### config.mk
export PLATFORM = sky130hd
export DESIGN_NAME = crc32_slice_step
export DESIGN_NICKNAME = d
export VERILOG_FILES = /design/src/rtl/crc32_pkg.sv /design/src/rtl/crc32_slice_step.sv
export SDC_FILE = /design/constraint.sdc
export NUM_CORES = 1
export LEC_CHECK = 0
export CORE_ASPECT_RATIO = 2
export CORE_MARGIN = 1
export CORE_UTILIZATION = 56
export DETAILED_ROUTE_END_ITERATION = 8
export PLACE_DENSITY = 0.85
export SYNTH_ARGS = -nofsm -noshare
export SYNTH_HDL_FRONTEND = slang
export SYNTH_SLANG_ARGS = --single-unit
export TNS_END_PERCENT = 50
### constraint.sdc
create_clock -name vclk -period 8.77
set_input_delay 0.877 -clock vclk [all_inputs]
set_output_delay 0.877 -clock vclk [all_outputs]
set_load 0.02 [all_outputs]
### src/rtl/crc32_pkg.sv
// Shared CRC-32 constants, FSM state type and single-bit fold, used by the encoder and the checker.
package crc32_pkg;

    localparam int          CRC32_W      = 32;
    localparam logic [31:0] CRC32_POLY   = 32'h04C1_1DB7;
    localparam logic [31:0] CRC32_INIT   = 32'hFFFF_FFFF;
    localparam logic [31:0] CRC32_XOROUT = 32'hFFFF_FFFF;

    typedef enum logic [1:0] {
        IDLE = 2'd0,
        CALC = 2'd1,
        DONE = 2'd2
    } crc32_state_t;

    // One MSB-first, non-reflected shift of the CRC register by a single data bit.
    function automatic logic [31:0] crc32_bit(input logic [31:0] crc, input logic din);
        return {crc[30:0], 1'b0} ^ ((crc[31] ^ din) ? CRC32_POLY : 32'h0);
    endfunction

endpackage

### src/rtl/crc32_slice_step.sv
// Combinational fold of one SLICE_WIDTH-bit slice (MSB first) into a CRC-32 state.
module crc32_slice_step
    import crc32_pkg::*;
#(
    parameter int SLICE_WIDTH = 64
) (
    input  logic [CRC32_W-1:0]     crc_i,
    input  logic [SLICE_WIDTH-1:0] slice_i,
    output logic [CRC32_W-1:0]     crc_o
);

    logic [CRC32_W-1:0] acc;

    always_comb begin
        acc = crc_i;
        for (int i = SLICE_WIDTH - 1; i >= 0; i--) begin
            acc = crc32_bit(acc, slice_i[i]);
        end
        crc_o = acc;
    end

endmodule

## Yosys cells after proc, flatten, opt, wreduce, memory -nomap -nowiden

Cells that the tools add are included.

| storage, ports and cells | value |
|---|---|
| register bits after elaboration | 0 |
| input bits | 96 |

| cells by class | value |
|---|---|
| multiplexer cells | 64 |
| bitwise gates (word level) | 128 |

Operator list:

| kind | number |
|---|---|
| 32-bit by 27-bit XOR with 32-bit output | 64 |
| 27-bit 2-to-1 mux | 64 |
| 1-bit XOR | 64 |

## Depth between registers and ports, before layout

Gate-level depths: netlist of the first run.

| logic depth | value |
|---|---|
| depth in word-level cells | 192 |
| mapped depth | 15 |
| gate-level depth less buffers | 14 |

## Least setup slack after synthesis of the first run

Ideal clock, no wire load.

| path | value |
|---|---|
| kind | input -> output |
| start | input port slice_i[58] |
| end | output port crc_o[12] |
| data arrival time | 6.756 ns |
| data required time | 7.893 ns |
| slack | 1.137 ns |
| stages on the path | 14 |
| path buffers | 0 |
| cell sequence | xor2_1 -> xnor3_1 -> xnor2_1 -> xnor3_1 -> xnor3_2 -> xnor3_1 -> xnor3_2 -> xor3_2 -> xnor3_2 -> xor3_2 -> xnor2_2 -> xnor3_4 -> xnor3_2 -> xor3_1 |

| between the ends | value |
|---|---|
| word-level cells in the longest chain between the ends | 79 |

RTL lines:

| what | RTL line | text |
|---|---|---|
| start, declared | crc32_slice_step.sv:8 | `input logic [SLICE_WIDTH-1:0] slice_i,` |
| 1-bit XOR (*) | crc32_pkg.sv:17 | `return {crc[30:0], 1'b0} ^ ((crc[31] ^ din) ? CRC32_POLY : 32'h0);` |
| 27-bit 2-to-1 mux (*) | crc32_pkg.sv:17 |  |
| 32-bit by 27-bit XOR with 32-bit output (*) (6 in series) | crc32_pkg.sv:17 |  |
| 1-bit XOR / 32-bit by 27-bit XOR with 32-bit output (equally long branches) | crc32_pkg.sv:17 |  |
| 27-bit 2-to-1 mux / 32-bit by 27-bit XOR with 32-bit output (equally long branches) | crc32_pkg.sv:17 |  |
| 32-bit by 27-bit XOR with 32-bit output (*) (6 in series) | crc32_pkg.sv:17 |  |
| 1-bit XOR / 32-bit by 27-bit XOR with 32-bit output (equally long branches) | crc32_pkg.sv:17 |  |
| 27-bit 2-to-1 mux / 32-bit by 27-bit XOR with 32-bit output (equally long branches) | crc32_pkg.sv:17 |  |
| [39 not listed] | n/a |  |
| 27-bit 2-to-1 mux / 32-bit by 27-bit XOR with 32-bit output (equally long branches) | crc32_pkg.sv:17 |  |
| 32-bit by 27-bit XOR with 32-bit output (*) (6 in series) | crc32_pkg.sv:17 |  |
| 1-bit XOR / 32-bit by 27-bit XOR with 32-bit output (equally long branches) | crc32_pkg.sv:17 |  |
| 27-bit 2-to-1 mux / 32-bit by 27-bit XOR with 32-bit output (equally long branches) | crc32_pkg.sv:17 |  |
| 32-bit by 27-bit XOR with 32-bit output (*) (6 in series) | crc32_pkg.sv:17 |  |
| 1-bit XOR / 32-bit by 27-bit XOR with 32-bit output (equally long branches) | crc32_pkg.sv:17 |  |
| 27-bit 2-to-1 mux / 32-bit by 27-bit XOR with 32-bit output (equally long branches) | crc32_pkg.sv:17 |  |
| 32-bit by 27-bit XOR with 32-bit output (*) (5 in series) | crc32_pkg.sv:17 |  |
| end, declared | crc32_slice_step.sv:9 | `output logic [CRC32_W-1:0] crc_o` |

Mark *: on every way between the ends. The rest lies on a longest branch, timed or not.

## Worst setup path in the final report of the first run

| path | value |
|---|---|
| start | input port slice_i[59] |
| end | output port crc_o[12] |

| between the ends | value |
|---|---|
| word-level cells in the longest chain between the ends | 80 |

RTL lines:

| what | RTL line |
|---|---|
| 1-bit XOR (*) | crc32_pkg.sv:17 |
| 27-bit 2-to-1 mux (*) | crc32_pkg.sv:17 |
| 32-bit by 27-bit XOR with 32-bit output (*) (6 in series) | crc32_pkg.sv:17 |
| 1-bit XOR / 32-bit by 27-bit XOR with 32-bit output (equally long branches) | crc32_pkg.sv:17 |
| 27-bit 2-to-1 mux / 32-bit by 27-bit XOR with 32-bit output (equally long branches) | crc32_pkg.sv:17 |
| 32-bit by 27-bit XOR with 32-bit output (*) (6 in series) | crc32_pkg.sv:17 |
| 1-bit XOR / 32-bit by 27-bit XOR with 32-bit output (equally long branches) | crc32_pkg.sv:17 |
| 27-bit 2-to-1 mux / 32-bit by 27-bit XOR with 32-bit output (equally long branches) | crc32_pkg.sv:17 |
| [39 not listed] | n/a |
| 27-bit 2-to-1 mux / 32-bit by 27-bit XOR with 32-bit output (equally long branches) | crc32_pkg.sv:17 |
| 32-bit by 27-bit XOR with 32-bit output (*) (6 in series) | crc32_pkg.sv:17 |
| 1-bit XOR / 32-bit by 27-bit XOR with 32-bit output (equally long branches) | crc32_pkg.sv:17 |
| 27-bit 2-to-1 mux / 32-bit by 27-bit XOR with 32-bit output (equally long branches) | crc32_pkg.sv:17 |
| 32-bit by 27-bit XOR with 32-bit output (*) (6 in series) | crc32_pkg.sv:17 |
| 1-bit XOR / 32-bit by 27-bit XOR with 32-bit output (equally long branches) | crc32_pkg.sv:17 |
| 27-bit 2-to-1 mux / 32-bit by 27-bit XOR with 32-bit output (equally long branches) | crc32_pkg.sv:17 |
| 32-bit by 27-bit XOR with 32-bit output (*) (6 in series) | crc32_pkg.sv:17 |

Marked as above.

==> summary.txt, run 1 <==
Placed design
  – Pre-CTS WS: -0.2251 ns
  – Port bufs: 128
  – HPWL after DPL: 19400 um
  – Final GP Congestion: 1.022

Worst setup path
  – Required @ worst endpoint: 7.89 ns
  – Setup crit end kind: output pin
  – Crit. Startpoint: slice_i[59]
  – CP delay by family, top: XOR/XNOR gates
  – Worst path depth: 18
  – Kind of start point of the critical path: input port
  – CP peak stage delay: 0.56 ns
  – Slowest-stage cell, CP: xnor3_2
  – WP data arrival: 7.71 ns
  – Critical path peak fanout: 8
  – Critical path, cell by cell: clkdlybuf4s50_1, xor2_4, buf_4, xnor2_4, xnor3_2, xor3_2, xnor3_1, xor3_1, xor2_2, buf_4, xnor2_1, xnor3_1, xor3_2, xnor2_2, xnor3_4, xnor3_2, xor3_1, clkdlybuf4s50_1
  – Worst Path Buf+Inv: 4
  – Critical Path Sink: crc_o[12]
  – Critical path class: input port to output pin

STA
  – Count of final setup violators: 0
  – Pins over their slew limit: 0
  – Period utilization: 0.9794
  – Fin Hold WS: 3.651 ns
  – RSZ-0062 raised after global routing: false
  – Max Freq: 116.4 MHz
  – Worst slew pin tran: 0.7479 ns
  – Post-layout minimum cycle time: 8.590 ns
  – Worst Slack Setup Final: 0.1804 ns
  – Final Hold Vio Count: 0
  – Rel. slew slack: 0.4978
  – Setup TNS: 0 ns

Floorplan
  – Die Wd: 79.35 um
  – Die Y: 156.7 um
  – Die area: 0.01243 mm2
  – Initial Utilization: 0.5726
  – Core Region: 0.01170 mm2
  – # rows: 56
  – I/O pin count: 128

Cells and area
  – Register area: 0 um2
  – Antenna diodes: 0
  – Clock buffer count: 0
  – Layout cell share with drive strength beyond 1: 0.2189
  – Area delta synth->final: 35.42%
  – Filler cell count: 782
  – Layout sequential cell count: 0
  – Post-layout nets: 838
  – Post-layout util: 0.7754
  – Area of the multi-input gates: 0.006852 mm2

Synthesis
  – Distinct cells, synth: 13
  – Synth Instances: 514
  – Yosys warns: 0
  – Syn nets: 610
  – Register area share after synthesis: 0
  – Avg Inst Size Synth: 13.04 um2
  – Post-Syn Area: 0.006700 mm2

Status
  – Status: finished clean

Routing
  – DR DRC count: 0
  – Wire per inst: 25.31 um
  – Antenna Nets Post-Route: 0
  – DRT Wirelength: 22400 um
  – Drt initial violations: 113
  – Pre-antenna DRT Iters: 4
  – Via count: 4808
  – Via/cell ratio: 5.433

Global route
  – Total track usage: 0.3788
  – Antenna violations before repair: 0
  – Overflow after GRT: 0
  – First-pass GRT wire length: 32500 um
  – Pin count of the biggest net entering global routing: 9
  – Vias in the first global route: 5783

Flow run
  – Max_cap viols: 0

Worst hold path
  – Hold path start: slice_i[0]
  – Worst hold path class: input port to output pin
[how the worst min path moves through the flow]
stage                      to  slack [ns]  depth (start not counted)
global route        crc_o[22]        3.77                          8
finish              crc_o[22]        3.65                          8
floorplan           crc_o[15]        2.54                          6
CTS                 crc_o[22]        3.64                          8
global placement    crc_o[22]        3.65                          8
detailed placement  crc_o[22]        3.62                          8
[logic make-up (layout without fill, tap and decap cells)]
group | after synthesis | count (layout) | share of synthesized area
XOR/XNOR | 512 | 512 | 0.9987
buffers and inverters | 2 | 228 | 0.001306
[area by class of cell]
cell class | instances | share of cell area
Inverter | 1 | 0.0004137
Multi-Input combinational cell | 512 | 0.7551
Tap cell | 145 | 0.01999
Timing Repair Buffer | 227 | 0.2245
[layout by cell type (no fill, tap or decap)]
| cell type | netlist | layout |
|---|---|---|
| buf_12 | 0 | 1 |
| xor3_1 | 17 | 16 |
| inv_1 | 1 | 1 |
| xor2_1 | 74 | 70 |
| xor3_2 | 2 | 3 |
| xnor2_4 | 5 | 9 |
| xnor3_1 | 106 | 99 |
| buf_4 | 0 | 98 |
| xnor3_2 | 12 | 19 |
| xnor2_1 | 274 | 264 |
| clkdlybuf4s50_1 | 0 | 128 |
| xor2_4 | 1 | 1 |
| xnor3_4 | 1 | 1 |
| xnor2_2 | 17 | 23 |
| xor2_2 | 3 | 7 |
[through the flow]
| step | area, um2 | std cells |
|---|---|---|
| global placement | 8856 | 879 |
| detailed placement | 8856 | 879 |
| CTS | 8951 | 883 |
| global route | 9074 | 885 |
| finish | 9074 | 885 |
| floorplan | 6700 | 514 |
[timing repair]
action | 4_1_cts | 5_1_grt
setup endpoints to repair | 13 | 25
setup buffers | 4 | 2
pin swaps | 3 | 4
cloned | 0 | 0
gates resized for setup | 9 | 17
hold buffers | 0 | 0
[layer usage]
| layer | global-route usage | wire length [um] |
|---|---|---|
| met5 | 0 | 0 |
| met4 | 0.4771 | 3526 |
| met3 | 0.05714 | 1002 |
| met2 | 0.7323 | 12490 |
| met1 | 0.2510 | 5387 |
[synthesized netlist by cell type]
library cell | number | share of area
xor3_2 | 2 | 0.0075
buf_2 | 1 | 0.00075
xnor3_1 | 106 | 0.36
xor2_1 | 74 | 0.097
xnor3_4 | 1 | 0.0039
inv_1 | 1 | 0.00056
xnor3_2 | 12 | 0.043
xor3_1 | 17 | 0.060
xnor2_1 | 274 | 0.36
xor2_4 | 1 | 0.0041
xnor2_4 | 5 | 0.021
xnor2_2 | 17 | 0.041
xor2_2 | 3 | 0.0073
Power of run 1 is left out: the tool's default activity adds up to more than one toggle a clock period on the data nets, which glitch-free logic cannot reach.
==> run 2: changes to the inputs <==
- CORE_MARGIN: 1 -> 8
==> summary.txt, run 2 (synthesis gave the netlist of run 1 again) <==
Status
  – Status: finished clean

Routing
  – Met2 WL: 13600 um (+8.9%)
  – Met3 WL: 1077 um (+7.5%)
  – Drt initial violations: 134 (+19%)
  – Via/cell ratio: 5.322 (-2.0%)
  – DR DRC count: 0 (unchanged)
  – DRT Wirelength: 23400 um (+4.5%)
  – Top layer in use: met4
  – Via count: 4731 (-1.6%)
  – Wire length on met1: 5573 um (+3.5%)
  – Antenna Nets Post-Route: 0 (unchanged)
  – Wire per inst: 26.33 um (+4.0%)
  – Pre-antenna DRT Iters: 4 (unchanged)

STA
  – Period utilization: 0.9841 (+0.004625)
  – Count of final setup violators: 0 (unchanged)
  – Final Hold Vio Count: 0 (unchanged)
  – Setup TNS: 0 ns (unchanged)
  – Fin Hold WS: 3.612 ns (-0.03889 ns)
  – Worst slew pin tran: 0.7371 ns (-0.01080 ns)
  – Rel. slew slack: 0.5069 (+0.009116)
  – Post-layout minimum cycle time: 8.630 ns (+0.04056 ns)
  – Max Freq: 115.9 MHz (-0.47%)
  – Pins over their slew limit: 0 (unchanged)
  – Worst Slack Setup Final: 0.1399 ns (-0.04056 ns)

Cells and area
  – Layout sequential cell count: 0 (unchanged)
  – Register area: 0 um2 (unchanged)
  – Layout cell share with drive strength beyond 1: 0.2164 (-0.002521)
  – Antenna diodes: 0 (unchanged)
  – Area delta synth->final: 35.61%
  – Post-layout nets: 842 (+0.48%)
  – Filler cell count: 796 (+1.8%)
  – Final Instance Area: 0.009086 mm2 (+0.14%)
  – Most frequent cells in the layout: xnor2_1 (267), clkdlybuf4s50_1 (128), buf_4 (102)
  – Clock buffer count: 0 (unchanged)
  – Commonest non-fill, non-tap cell in the layout: xnor2_1
  – Area of the multi-input gates: 0.006843 mm2 (-0.13%)

Worst hold path
  – Worst hold path class: input port to output pin

Worst setup path
  – Kind of start point of the critical path: input port
  – WP data arrival: 7.75 ns (+0.04 ns)
  – Critical path class: input port to output pin
  – Required @ worst endpoint: 7.89 ns (about the same)
  – Critical path peak fanout: 4 (-4)
  – Setup crit end kind: output pin

Placed design
  – Cell Area, Placed: 0.008826 mm2 (-0.34%)
  – HPWL after DPL: 20420 um (+5.2%)
  – Final GP Congestion: 1.026 (+0.35%)
  – Pre-CTS WS: -0.2719 ns (-0.04684 ns)
  – Port bufs: 128 (unchanged)

Floorplan
  – Die Y: 170.7 um (+8.9%)
  – # rows: 56 (unchanged)
  – Die area: 0.01593 mm2 (+28%)
  – I/O pin count: 128 (unchanged)
  – Core Region: 0.01170 mm2 (unchanged)
  – Initial Utilization: 0.5726 (unchanged)
  – Die Wd: 93.35 um (+18%)

Global route
  – First-pass GRT wire length: 33550 um (+3.2%)
  – Pin count of the biggest net entering global routing: 8 (-1)
  – Antenna violations before repair: 0 (unchanged)
  – Overflow after GRT: 0 (unchanged)
  – Total track usage: 0.2935 (-0.08534)
  – Vias in the first global route: 5675 (-1.9%)

Flow run
  – Max_cap viols: 0 (unchanged)
## run 2: changes by cell type in the layout (fill, tap and decap cells not counted), sizes merged
cell  previous run  this run
buf             99       103
## run 2: area by class of cell
cell class / instances / area share
Inverter: 1 / 0.0004131
Tap cell: 145 / 0.01997
Timing Repair Buffer: 231 / 0.2265
Multi-Input combinational cell: 512 / 0.7531
## run 2: per-stage QoR
stage                     std cells  utilization
final                           889       0.7765
after global placement          875       0.7543
after detailed placement        875       0.7543
after floorplan                 514            -
after CTS                       879       0.7604
after global routing            889       0.7765
## run 2: worst max-delay path, stage by stage
cell,delay [ns]
clkdlybuf4s50_1,0.57
xor2_4,0.31
xnor3_2,0.52
xor2_2,0.36
xor2_1,0.29
xnor3_2,0.59
xor2_2,0.27
xnor3_2,0.58
xnor3_1,0.47
xnor3_2,0.27
xor3_2,0.43
xnor2_2,0.19
xnor3_4,0.60
xnor3_2,0.48
xor3_1,0.37
clkdlybuf4s50_1,0.55
## run 2: layer usage
metal	track usage	vias up
li1	-	2144
met2	0.5962	226
met1	0.1884	2233
met3	0.04741	128
met5	0	-
met4	0.3277	0
## run 2: worst paths after layout
path	startpoint	endpoint	slack [ns]	cells after the start
max	slice_i[59]	crc_o[12]	0.14	16
min	slice_i[0]	crc_o[22]	3.61	8
## run 2: what timing repair did
action | in CTS | in global routing
buffers inserted | 4 | 10
gates resized for setup | 7 | 17
pin swaps | 2 | 6
gates cloned | 0 | 0
setup endpoints to repair | 13 | 14
hold buffers | 0 | 0
Power of run 2 is left out for the same reason.
